--- src/rtl/bu_exec_if.sv ---
// ---------------------------------------------------------------------------
// bu_exec_if
// Issue handshake between the branch reservation station and the branch
// execution unit.
//
//   issue_valid  RS head holds a valid entry
//   issue_data   the issued entry (opcode, tags, imm, ROB index, func3, pc)
//   fu_rdy       execution unit can accept an entry this cycle
//
// Modports:
//   master  reservation-station side (drives issue_valid/issue_data)
//   slave   execution-unit side (drives fu_rdy)
// ---------------------------------------------------------------------------
interface bu_exec_if #(
  parameter int XLEN   = 32,
  parameter int PTAG_W = 7,
  parameter int ROB_W  = 6
);

  typedef struct packed {
    logic [6:0]        opcode;
    logic [PTAG_W-1:0] pd;
    logic [PTAG_W-1:0] ps1;
    logic [PTAG_W-1:0] ps2;
    logic [XLEN-1:0]   imm;
    logic [ROB_W-1:0]  rob_index;
    logic [2:0]        func3;
    logic [XLEN-1:0]   pc;
  } rs_data_t;

  logic     issue_valid;
  rs_data_t issue_data;
  logic     fu_rdy;

  modport master (output issue_valid, output issue_data, input fu_rdy);
  modport slave  (input issue_valid, input issue_data, output fu_rdy);

endinterface

--- src/rtl/bu_exec.sv ---
// ---------------------------------------------------------------------------
// bu_exec
// Two-stage branch execution unit. S1 holds the issued branch/jump with its
// register operands and resolves direction, target and link value; S2 holds
// the resolved result until it can complete (immediately for non-writing
// instructions, on a CDB grant for JAL/JALR with pd != 0). The front end
// predicts not-taken, so every taken branch/jump raises a redirect, which
// also kills the younger instruction sitting in S1.
//
// Ports:
//   clk, reset            clock, synchronous active-low reset
//   issue                 issue handshake (bu_exec_if.slave)
//   rf_raddr1/2           register file read tags (= issue_data.ps1/ps2)
//   rf_rdata1/2           same-cycle register file read data
//   cdb_req, cdb_grant    CDB arbitration for the link write
//   wb_valid/pd/data      CDB broadcast of link value and wakeup tag
//   done_valid/rob_index  completion to the ROB
//   redirect_valid/pc     one-cycle mispredict redirect
//   flush                 recovery flush (clears both stages)
//
// Optional feature (macro BU_STATS_EN): adds saturating counters
//   stat_branches (completed conditional branches) and stat_mispredicts
//   (redirect pulses).
// ---------------------------------------------------------------------------
module bu_exec #(
  parameter int XLEN   = 32,
  parameter int PTAG_W = 7,
  parameter int ROB_W  = 6
) (
  input  logic              clk,
  input  logic              reset,
  bu_exec_if.slave          issue,
  output logic [PTAG_W-1:0] rf_raddr1,
  output logic [PTAG_W-1:0] rf_raddr2,
  input  logic [XLEN-1:0]   rf_rdata1,
  input  logic [XLEN-1:0]   rf_rdata2,
  output logic              cdb_req,
  input  logic              cdb_grant,
  output logic              wb_valid,
  output logic [PTAG_W-1:0] wb_pd,
  output logic [XLEN-1:0]   wb_data,
  output logic              done_valid,
  output logic [ROB_W-1:0]  done_rob_index,
  output logic              redirect_valid,
  output logic [XLEN-1:0]   redirect_pc,
  input  logic              flush
`ifdef BU_STATS_EN
  ,
  output logic [31:0]       stat_branches,
  output logic [31:0]       stat_mispredicts
`endif
);

  localparam logic [6:0] OP_BRANCH = 7'b1100011;
  localparam logic [6:0] OP_JAL    = 7'b1101111;
  localparam logic [6:0] OP_JALR   = 7'b1100111;

  typedef struct packed {
    logic [6:0]        opcode;
    logic [2:0]        func3;
    logic [PTAG_W-1:0] pd;
    logic [ROB_W-1:0]  rob;
    logic [XLEN-1:0]   pc;
    logic [XLEN-1:0]   imm;
    logic [XLEN-1:0]   rs1;
    logic [XLEN-1:0]   rs2;
  } s1_t;

  typedef struct packed {
    logic              taken;
    logic              writes;
`ifdef BU_STATS_EN
    logic              branch;
`endif
    logic [PTAG_W-1:0] pd;
    logic [ROB_W-1:0]  rob;
    logic [XLEN-1:0]   target;
    logic [XLEN-1:0]   link;
  } s2_t;

  logic s1_valid_q, s1_valid_d;
  logic s2_valid_q, s2_valid_d;
  s1_t  s1_q, s1_d;
  s2_t  s2_q, s2_d;

  logic            ex_taken;
  logic            ex_jump;
  logic            ex_branch;
  logic [XLEN-1:0] ex_target;
  logic [XLEN-1:0] jalr_sum;
  logic            s2_leave;
  logic            s1_adv;

  assign rf_raddr1 = issue.issue_data.ps1;
  assign rf_raddr2 = issue.issue_data.ps2;

  // Resolve the S1 instruction: direction, target and whether it is a jump.
  always_comb begin
    ex_taken  = 1'b0;
    ex_jump   = 1'b0;
    ex_branch = 1'b0;
    ex_target = s1_q.pc + s1_q.imm;
    jalr_sum  = s1_q.rs1 + s1_q.imm;
    case (s1_q.opcode)
      OP_BRANCH: begin
        ex_branch = 1'b1;
        case (s1_q.func3)
          3'b000:  ex_taken = (s1_q.rs1 == s1_q.rs2);
          3'b001:  ex_taken = (s1_q.rs1 != s1_q.rs2);
          3'b100:  ex_taken = ($signed(s1_q.rs1) <  $signed(s1_q.rs2));
          3'b101:  ex_taken = ($signed(s1_q.rs1) >= $signed(s1_q.rs2));
          3'b110:  ex_taken = (s1_q.rs1 <  s1_q.rs2);
          3'b111:  ex_taken = (s1_q.rs1 >= s1_q.rs2);
          default: ex_taken = 1'b0;
        endcase
      end
      OP_JAL: begin
        ex_jump  = 1'b1;
        ex_taken = 1'b1;
      end
      OP_JALR: begin
        ex_jump   = 1'b1;
        ex_taken  = 1'b1;
        ex_target = jalr_sum & ~{{(XLEN-1){1'b0}}, 1'b1};
      end
      default: ;
    endcase
  end

  // Handshake and completion: S2 leaves unless it is waiting on the CDB;
  // a taken result kills S1 and blocks capture in the same cycle.
  always_comb begin
    s2_leave       = s2_valid_q && (!s2_q.writes || cdb_grant);
    redirect_valid = s2_leave && s2_q.taken;
    s1_adv         = s1_valid_q && (!s2_valid_q || s2_leave);
    issue.fu_rdy   = (!s1_valid_q || s1_adv) && !redirect_valid;
    done_valid     = s2_leave;
    cdb_req        = s2_valid_q && s2_q.writes;
    wb_valid       = cdb_req && cdb_grant;
    wb_pd          = s2_q.pd;
    wb_data        = s2_q.link;
    done_rob_index = s2_q.rob;
    redirect_pc    = s2_q.target;
  end

  // Next state for both stages; flush overrides advance and capture.
  always_comb begin
    s1_valid_d = s1_valid_q;
    s2_valid_d = s2_valid_q;
    s1_d       = s1_q;
    s2_d       = s2_q;
    if (!s2_valid_q || s2_leave) begin
      s2_valid_d = s1_valid_q && !redirect_valid;
      if (s1_valid_q) begin
        s2_d.taken  = ex_taken;
        s2_d.writes = ex_jump && (s1_q.pd != '0);
`ifdef BU_STATS_EN
        s2_d.branch = ex_branch;
`endif
        s2_d.pd     = s1_q.pd;
        s2_d.rob    = s1_q.rob;
        s2_d.target = ex_target;
        s2_d.link   = s1_q.pc + XLEN'(4);
      end
    end
    if (redirect_valid) begin
      s1_valid_d = 1'b0;
    end else if (issue.fu_rdy) begin
      s1_valid_d = issue.issue_valid;
      if (issue.issue_valid) begin
        s1_d.opcode = issue.issue_data.opcode;
        s1_d.func3  = issue.issue_data.func3;
        s1_d.pd     = issue.issue_data.pd;
        s1_d.rob    = issue.issue_data.rob_index;
        s1_d.pc     = issue.issue_data.pc;
        s1_d.imm    = issue.issue_data.imm;
        s1_d.rs1    = rf_rdata1;
        s1_d.rs2    = rf_rdata2;
      end
    end
    if (flush) begin
      s1_valid_d = 1'b0;
      s2_valid_d = 1'b0;
    end
  end

  // Pipeline registers.
  always_ff @(posedge clk) begin
    if (!reset) begin
      s1_valid_q <= 1'b0;
      s2_valid_q <= 1'b0;
      s1_q       <= '0;
      s2_q       <= '0;
    end else begin
      s1_valid_q <= s1_valid_d;
      s2_valid_q <= s2_valid_d;
      s1_q       <= s1_d;
      s2_q       <= s2_d;
    end
  end

`ifdef BU_STATS_EN
  logic [31:0] stat_branches_q, stat_branches_d;
  logic [31:0] stat_mispredicts_q, stat_mispredicts_d;

  // Saturating counters; deliberately blind to flush.
  always_comb begin
    stat_branches_d    = stat_branches_q;
    stat_mispredicts_d = stat_mispredicts_q;
    if (s2_leave && s2_q.branch && (stat_branches_q != 32'hFFFF_FFFF))
      stat_branches_d = stat_branches_q + 32'd1;
    if (redirect_valid && (stat_mispredicts_q != 32'hFFFF_FFFF))
      stat_mispredicts_d = stat_mispredicts_q + 32'd1;
  end

  always_ff @(posedge clk) begin
    if (!reset) begin
      stat_branches_q    <= '0;
      stat_mispredicts_q <= '0;
    end else begin
      stat_branches_q    <= stat_branches_d;
      stat_mispredicts_q <= stat_mispredicts_d;
    end
  end

  assign stat_branches    = stat_branches_q;
  assign stat_mispredicts = stat_mispredicts_q;
`endif

endmodule

--- src/flat_wrapper.sv ---
// flat-port wrapper written by rule: the top's interface ports become plain ports
module bu_exec_flat 
#(
  parameter int XLEN   = 32,
  parameter int PTAG_W = 7,
  parameter int ROB_W  = 6
)
  (clk, reset, rf_raddr1, rf_raddr2, rf_rdata1, rf_rdata2, cdb_req, cdb_grant, wb_valid, wb_pd, wb_data, done_valid, done_rob_index, redirect_valid, redirect_pc, flush, issue_issue_valid, issue_issue_data, issue_fu_rdy);
  bu_exec_if #(.XLEN(XLEN), .PTAG_W(PTAG_W), .ROB_W(ROB_W)) issue_i ();
  input  logic clk;
  input  logic reset;
  output logic [PTAG_W-1:0] rf_raddr1;
  output logic [PTAG_W-1:0] rf_raddr2;
  input  logic [XLEN-1:0] rf_rdata1;
  input  logic [XLEN-1:0] rf_rdata2;
  output logic cdb_req;
  input  logic cdb_grant;
  output logic wb_valid;
  output logic [PTAG_W-1:0] wb_pd;
  output logic [XLEN-1:0] wb_data;
  output logic done_valid;
  output logic [ROB_W-1:0] done_rob_index;
  output logic redirect_valid;
  output logic [XLEN-1:0] redirect_pc;
  input  logic flush;
  input wire logic [$bits(issue_i.issue_valid)-1:0] issue_issue_valid;
  input wire logic [$bits(issue_i.issue_data)-1:0] issue_issue_data;
  output wire logic [$bits(issue_i.fu_rdy)-1:0] issue_fu_rdy;
  assign issue_i.issue_valid = issue_issue_valid;
  assign issue_i.issue_data = issue_issue_data;
  assign issue_fu_rdy = issue_i.fu_rdy;
  bu_exec #(.XLEN(XLEN), .PTAG_W(PTAG_W), .ROB_W(ROB_W)) u_core (.clk(clk), .reset(reset), .issue(issue_i), .rf_raddr1(rf_raddr1), .rf_raddr2(rf_raddr2), .rf_rdata1(rf_rdata1), .rf_rdata2(rf_rdata2), .cdb_req(cdb_req), .cdb_grant(cdb_grant), .wb_valid(wb_valid), .wb_pd(wb_pd), .wb_data(wb_data), .done_valid(done_valid), .done_rob_index(done_rob_index), .redirect_valid(redirect_valid), .redirect_pc(redirect_pc), .flush(flush));
endmodule
--- config.mk ---
export PLATFORM = sky130hd
export DESIGN_NAME = bu_exec_flat
export DESIGN_NICKNAME = d
export VERILOG_FILES = /design/src/rtl/bu_exec_if.sv /design/src/rtl/bu_exec.sv /design/src/flat_wrapper.sv
export SDC_FILE = /design/constraint.sdc
export NUM_CORES = 1
export LEC_CHECK = 0
export BUFFER_PORTS_ARGS = -buffer_cell sky130_fd_sc_hd__buf_2
export CAP_MARGIN = 20
export CORE_MARGIN = 3
export CORE_UTILIZATION = 50
export CTS_CLUSTER_SIZE = 40
export DETAILED_ROUTE_END_ITERATION = 6
export HOLD_SLACK_MARGIN = 0.05
export PLACE_DENSITY = 0.73
export SYNTH_ARGS = -nofsm -noshare
export SYNTH_HDL_FRONTEND = slang
export SYNTH_SLANG_ARGS = --single-unit
--- constraint.sdc ---
create_clock -name clk -period 3.2 [get_ports clk]
set_input_delay 0.64 -clock clk [delete_from_list [all_inputs] [get_ports clk]]
set_output_delay 0.64 -clock clk [all_outputs]
set_load 0.01 [all_outputs]
==> results.tsv, run 1 <==
metric	value	unit
status	finished clean	
Mapped Area	13400	um2
CP Cell Sequence	ha_1 -> nor2b_1 -> o31a_1 -> o21ai_1 -> and4_4 -> o21ai_2 -> and3_1 -> or3_2 -> o211a_1 -> a31oi_1	
post-CTS setup repair buffer count	0	
Max VDD drop	0.362	mV
Synth top area share	0.346	
drt wl/cell	17.0	um
Worst Skew	14.4	ps
fin crit period	2990	ps
Slew Limit Fails	0	
Total GRT Usage	0.247	
Die W	170	um
Most used DFF post-synth	dfxtp_1	
routability cong.	0.912	
Cells after Synth	1747	
Area Growth Syn to Fin	12.8	%
Setup TNS Final	0	ps
layout cell share with drive strength beyond 1	0.174	
CP Capture Type	flop	
H-tree levels	1	
Slew HR	0.534	
vias after detailed routing	12200	
RSZ-0062 raised after global routing	false	
CP Max Fanout	6	
sequential share of the synthesized area	0.346	
CTS tree	done	
asr flop ratio synth	0	
first-pass GRT wire length	58400	um
initial antenna violation count	1	
Nets	2120	
Max Clock Freq	0.335	GHz
maxcap violations	0	
Yosys cell types	77	
boundary pin count	266	
Clk pin slew, worst setup/hold paths	60	ps
Residual DRC	0	
Final period util	0.934	
Detailed Route Iter0 Violations	760	
final antenna-violating net count	0	
Root Buffer	clkbuf_16	
initial core utilization	0.513	
Hold WC Path Type	in2reg	
Vias per Instance	5.53	
worst-margin pin slew	699	ps
yosys warns	0	
total gr overflow	0	
row cnt	59	
Post-synth EDFFs	0	
largest area contributor in the netlist	dfxtp_1	
final setup fails	0	
core box area	26200	um2
1st-pass router iterations	6	
WP data arrival	3450	ps
syn_area_per_cell	7.69	um2
CTS Buf Count	26	
Req. time, crit path	3660	ps
pin count of the biggest net entering global routing	88	
Hold-fix buffers, CTS	0	
clk sinks	232	
critical setup path kind	reg2reg	
post-cts sizing count	0	
die area	28900	um2
most frequent cell after synthesis	nand2_1	
Max Buffers Root-to-Sink	3	
drt total wl	37400	um
hold_ws	287	ps
most frequent cells after synthesis	412 x nand2_1, 239 x a21oi_1, 232 x dfxtp_1	
Worst path max stage delay	470	ps
PortBufs	237	
hpwl dp	28200	um
vias in the first global route	11500	
largest cells by area after synthesis	dfxtp_1 35%, nand2_1 12%, a21oi_1 8.9%	
Fin. Hold Viols	0	
P_leak	0.00670	uW
Die H	170	um
FF+latch count, synth	232	
Cell Pwr Density	489	nW/um2
clk_lat worst skew	540	ps
slowest CP cell	or3_2	
Post-Synthesis Net Count	2013	
Critical Path Start Type	flop	
-- layout make-up --
type | instances | area [um2]
diodes | 1 | 2.50
clock buffers | 38 | 787
clock inverters | 9 | 129
fillers | 2493 | 11100
inverters | 57 | 219
multi-input cells | 1281 | 7530
flip-flops and latches | 232 | 4640
well taps | 335 | 419
repair buffers | 256 | 1420
-- sequential cells by signal (all words and copies together), names as in the netlist --
register               flops
u_core.s1_valid_q          1
u_core.s2_q                2
u_core.done_rob_index      6
u_core.redirect_pc        32
u_core.wb_data            32
u_core.s2_valid_q          1
u_core.wb_pd               7
u_core.s1_q              151
-- cells in the final DEF, fill, tap and decap left out, types with 5 or more instances in the layout --
| master | count |
|---|---|
| mux2i_1 | 5 |
| o2111ai_1 | 5 |
| o221ai_1 | 7 |
| inv_1 | 55 |
| xnor2_1 | 34 |
| buf_4 | 12 |
| dfxtp_1 | 232 |
| o21ai_1 | 12 |
| and3_1 | 8 |
| nand2b_1 | 13 |
| and4_1 | 5 |
| clkbuf_16 | 27 |
| a21oi_1 | 239 |
| buf_12 | 7 |
| ha_1 | 94 |
| clkbuf_8 | 7 |
| o21ai_0 | 35 |
| a311oi_1 | 9 |
| o211ai_1 | 10 |
| nor2b_1 | 6 |
| nand3_1 | 24 |
| a21o_1 | 29 |
| nand4_1 | 20 |
| o21a_1 | 10 |
| a31oi_1 | 9 |
| o21ai_2 | 6 |
| nand2_1 | 411 |
| nor4_1 | 5 |
| nor2_1 | 106 |
| nor3_1 | 22 |
| xor2_1 | 39 |
| o21bai_1 | 5 |
| a211oi_1 | 45 |
| buf_2 | 237 |
-- metrics by stage --
step	cells	power, uW	worst slack, ps	area (um2)	utilization
2_1_floorplan	1747	3980	554	13400	-
3_3_place_gp	2161	4270	337	14200	0.543
3_5_place_dp	2161	4290	265	14200	0.543
4_1_cts	2208	7440	251	15100	0.578
5_1_grt	2209	7700	25.0	15100	0.578
6_report	2209	7400	211	15100	0.578
-- worst max-delay path, delay by kind of cell, from the launching register on --
| family | cells | cell delay, ps |
|---|---|---|
| flops | 1 | 440 |
| fa+ha+maj | 1 | 320 |
| compound gates | 5 | 1020 |
| simple gates | 4 | 1140 |
-- worst paths after layout --
kind	from	end	slack, ps	cells past startpoint
worst max-delay path	u_core.s1_q[98]	u_core.redirect_pc[30]	210	10
worst min register to register	u_core.done_rob_index[3]	u_core.done_rob_index[3]	450	2
worst min-delay path	flush	u_core.s2_valid_q	290	2
worst max register to register	u_core.s1_q[98]	u_core.redirect_pc[30]	210	10
-- per-layer routing --
| metal | track usage | vias up | part of all wire | wire length (um) |
|---|---|---|---|---|
| met5 | 0 | - | 0 | 0 |
| met2 | 0.431 | 371 | 0.48 | 17900 |
| met4 | 0.0660 | 0 | 0.026 | 990 |
| li1 | - | 6159 | - | - |
| met1 | 0.323 | 5636 | 0.44 | 16400 |
| met3 | 0.0318 | 59 | 0.059 | 2190 |
-- kinds of logic (layout without fill, tap and decap cells) --
logic type      count (synthesis)  in the layout  share of synthesized area
other cells                     0              1                          0
xor+xnor                       73             73                     0.0476
simple gates                  649            649                      0.205
mux                             6              6                    0.00456
compound gates                457            457                      0.211
fa+ha+maj                      96             96                     0.0905
flops                         232            232                      0.346
buf+inv                       234            360                     0.0956
-- where the power goes --
group | switching [uW] | internal [uW] | total [uW]
Sequential | 138 | 3040 | 3170
Combinational | 619 | 444 | 1060
Clock | 1220 | 1940 | 3160
(Power assumes the default switching activity.)
==> run 2: changes to the inputs <==
--- a/config.mk
+++ b/config.mk
@@ -5,14 +5,16 @@
 export SDC_FILE = /design/constraint.sdc
 export NUM_CORES = 1
 export LEC_CHECK = 0
+export ABC_AREA = 1
 export BUFFER_PORTS_ARGS = -buffer_cell sky130_fd_sc_hd__buf_2
 export CAP_MARGIN = 20
 export CORE_MARGIN = 3
-export CORE_UTILIZATION = 50
+export CORE_UTILIZATION = 57
 export CTS_CLUSTER_SIZE = 40
 export DETAILED_ROUTE_END_ITERATION = 6
 export HOLD_SLACK_MARGIN = 0.05
-export PLACE_DENSITY = 0.73
+export PLACE_DENSITY = 0.81
+export SKIP_CTS_REPAIR_TIMING = 1
 export SYNTH_ARGS = -nofsm -noshare
 export SYNTH_HDL_FRONTEND = slang
 export SYNTH_SLANG_ARGS = --single-unit
==> results.tsv, run 2 <==
metric	value	unit
vias in the first global route	13300	
final setup fails	0	
commonest non-fill, non-tap cell in the layout	nand2_1	
CP Capture Type	flop	
Residual DRC	0	
Vias per Instance	5.63	
CP Max Fanout	4	
Setup TNS Final	0	ps
P_leak	0.00780	uW
pin count of the biggest net entering global routing	118	
Most used DFF post-synth	dfxtp_1	
WP data arrival	3050	ps
vias after detailed routing	14400	
PortBufs	237	
crit path buf inv count	3	
Final period util	0.816	
total gr overflow	0	
Critical Path Start Type	flop	
row cnt	57	
Worst path max stage delay	410	ps
first-pass GRT wire length	71200	um
drt total wl	46100	um
1st-pass router iterations	6	
routability cong.	0.956	
maxcap violations	0	
Synth top area share	0.322	
initial antenna violation count	1	
Post-synth EDFFs	0	
drt wl/cell	18.0	um
Final Instance Area	16100	um2
Largest register FFs	151	
post-detailed-placement cell area	15200	um2
Slew Limit Fails	0	
Mapped Area	14400	um2
Detailed Route Iter0 Violations	1083	
final antenna-violating net count	0	
asr flop ratio synth	0	
family with the most delay on the worst path	simple AND/OR/NAND/NOR gates	
Clk pin slew, worst setup/hold paths	60	ps
yosys warns	0	
Post-Place Cells	2508	
CP Cell Sequence	ha_1 -> inv_1 -> fa_1 -> o21ai_0 -> a21oi_1 -> inv_1 -> nand3_1 -> nand3_1 -> nand2_1 -> nand2_1 -> nand2_1 -> nand3_1 -> nand3_1 -> nand2_1 -> inv_1	
H-tree levels	1	
Die W	165	um
Cells after Synth	2110	
die area	27200	um2
Max Clock Freq	0.383	GHz
syn_area_per_cell	6.83	um2
initial core utilization	0.586	
fin cells	2555	
Area Growth Syn to Fin	11.4	%
Root Buffer	clkbuf_16	
largest cells by area after synthesis	dfxtp_1 32%, a21oi_1 9.7%, nand2_1 9.1%	
Fin. Hold Viols	0	
boundary pin count	266	
fin crit period	2610	ps
most frequent cells in the layout	347 x nand2_1, 279 x a21oi_1, 237 x buf_2	
Slew HR	0.359	
slowest CP cell	fa_1	
FF+latch count, synth	232	
sequential share of the synthesized area	0.322	
Nets	2478	
Yosys cell types	43	
Post-Synthesis Net Count	2376	
clk sinks	232	
RSZ-0062 raised after global routing	false	
Cell Pwr Density	465	nW/um2
Max VDD drop	0.434	mV
Worst Skew	22.4	ps
Total GRT Usage	0.330	
largest area contributor in the netlist	dfxtp_1	
fillcell total	2280	
CTS Buf Count	26	
Req. time, crit path	3640	ps
Max Buffers Root-to-Sink	3	
critical setup path kind	reg2reg	
core box area	24600	um2
worst-margin pin slew	962	ps
layout cell share with drive strength beyond 1	0.144	
clk_lat worst skew	560	ps
Die H	165	um
most frequent cells after synthesis	348 x nand2_1, 279 x a21oi_1, 232 x dfxtp_1	
CTS tree	done	
Top reg by flops	u_core.s1_q	
Hold WC Path Type	in2reg	
most frequent cell after synthesis	nand2_1	
status	finished clean	
hpwl dp	34900	um
## run 2: changes by cell type in the layout (fill, tap and decap cells not counted), moves of 8 or more
cell      delta
inv_1      +168
o21ai_0    +143
xor2_1       -8
a211oi_1    -43
a21oi_1     +40
a311oi_1     -9
nor2_1      +87
xnor2_1     -20
and3_1       -8
nand3_1    +161
a21o_1      -14
nand2b_1    -13
nand2_1     -64
## run 2: routing by layer
metal / wire (um) / global-route usage / share of wire
met1: 20000 / 0.449 / 0.43
met2: 21000 / 0.535 / 0.46
met3: 3670 / 0.0579 / 0.080
met4: 1370 / 0.100 / 0.030
met5: 0 / 0 / 0
## run 2: path summary, 6_finish.rpt
path                    startpoint                      to  slack [ps]  cells past startpoint
setup / recovery   u_core.s1_q[96]  u_core.redirect_pc[26]         590                     15
hold / removal               flush       u_core.s2_valid_q         260                      2
setup reg to reg   u_core.s1_q[96]  u_core.redirect_pc[26]         590                     15
hold reg to reg   u_core.s1_q[133]        u_core.s1_q[133]         450                      2
## run 2: through the flow
step                       util  hold WS, ps  power, uW  setup WS [ps]
after detailed placement  0.617          444       4440            707
after CTS                 0.652          241       7490            669
after floorplan               -          430       4080           1080
final                     0.652          259       7470            589
after global placement    0.617          442       4410            752
after global routing      0.652          253       7770            338
## run 2: logic make-up after synthesis
| group | count (synthesis) | share of synthesized area |
|---|---|---|
| buffers and inverters | 407 | 0.131 |
| multiplexers | 1 | 0.000781 |
| adder cells (fa/ha/maj) | 96 | 0.0844 |
| AND/OR/NAND/NOR | 798 | 0.238 |
| flip-flops | 232 | 0.322 |
| XOR/XNOR | 45 | 0.0274 |
| AO/OA/AOI/OAI | 531 | 0.196 |
## run 2: layout make-up
cell class / instances / area (um2) / share of cell area
clock inverters: 9 / 126 / 0.00787
clock buffers: 37 / 752 / 0.0468
inverters: 227 / 855 / 0.0532
repair buffers: 254 / 1390 / 0.0865
flip-flops and latches: 232 / 4640 / 0.289
well taps: 324 / 405 / 0.0253
multi-input cells: 1471 / 7880 / 0.491
diodes: 1 / 2.50 / 0.000156
## run 2: power breakdown
group / switching [uW] / internal, uW / leakage (uW)
registers: 150 / 3060 / 0.00191
clock network: 1270 / 1800 / 0.000429
logic: 743 / 453 / 0.00546
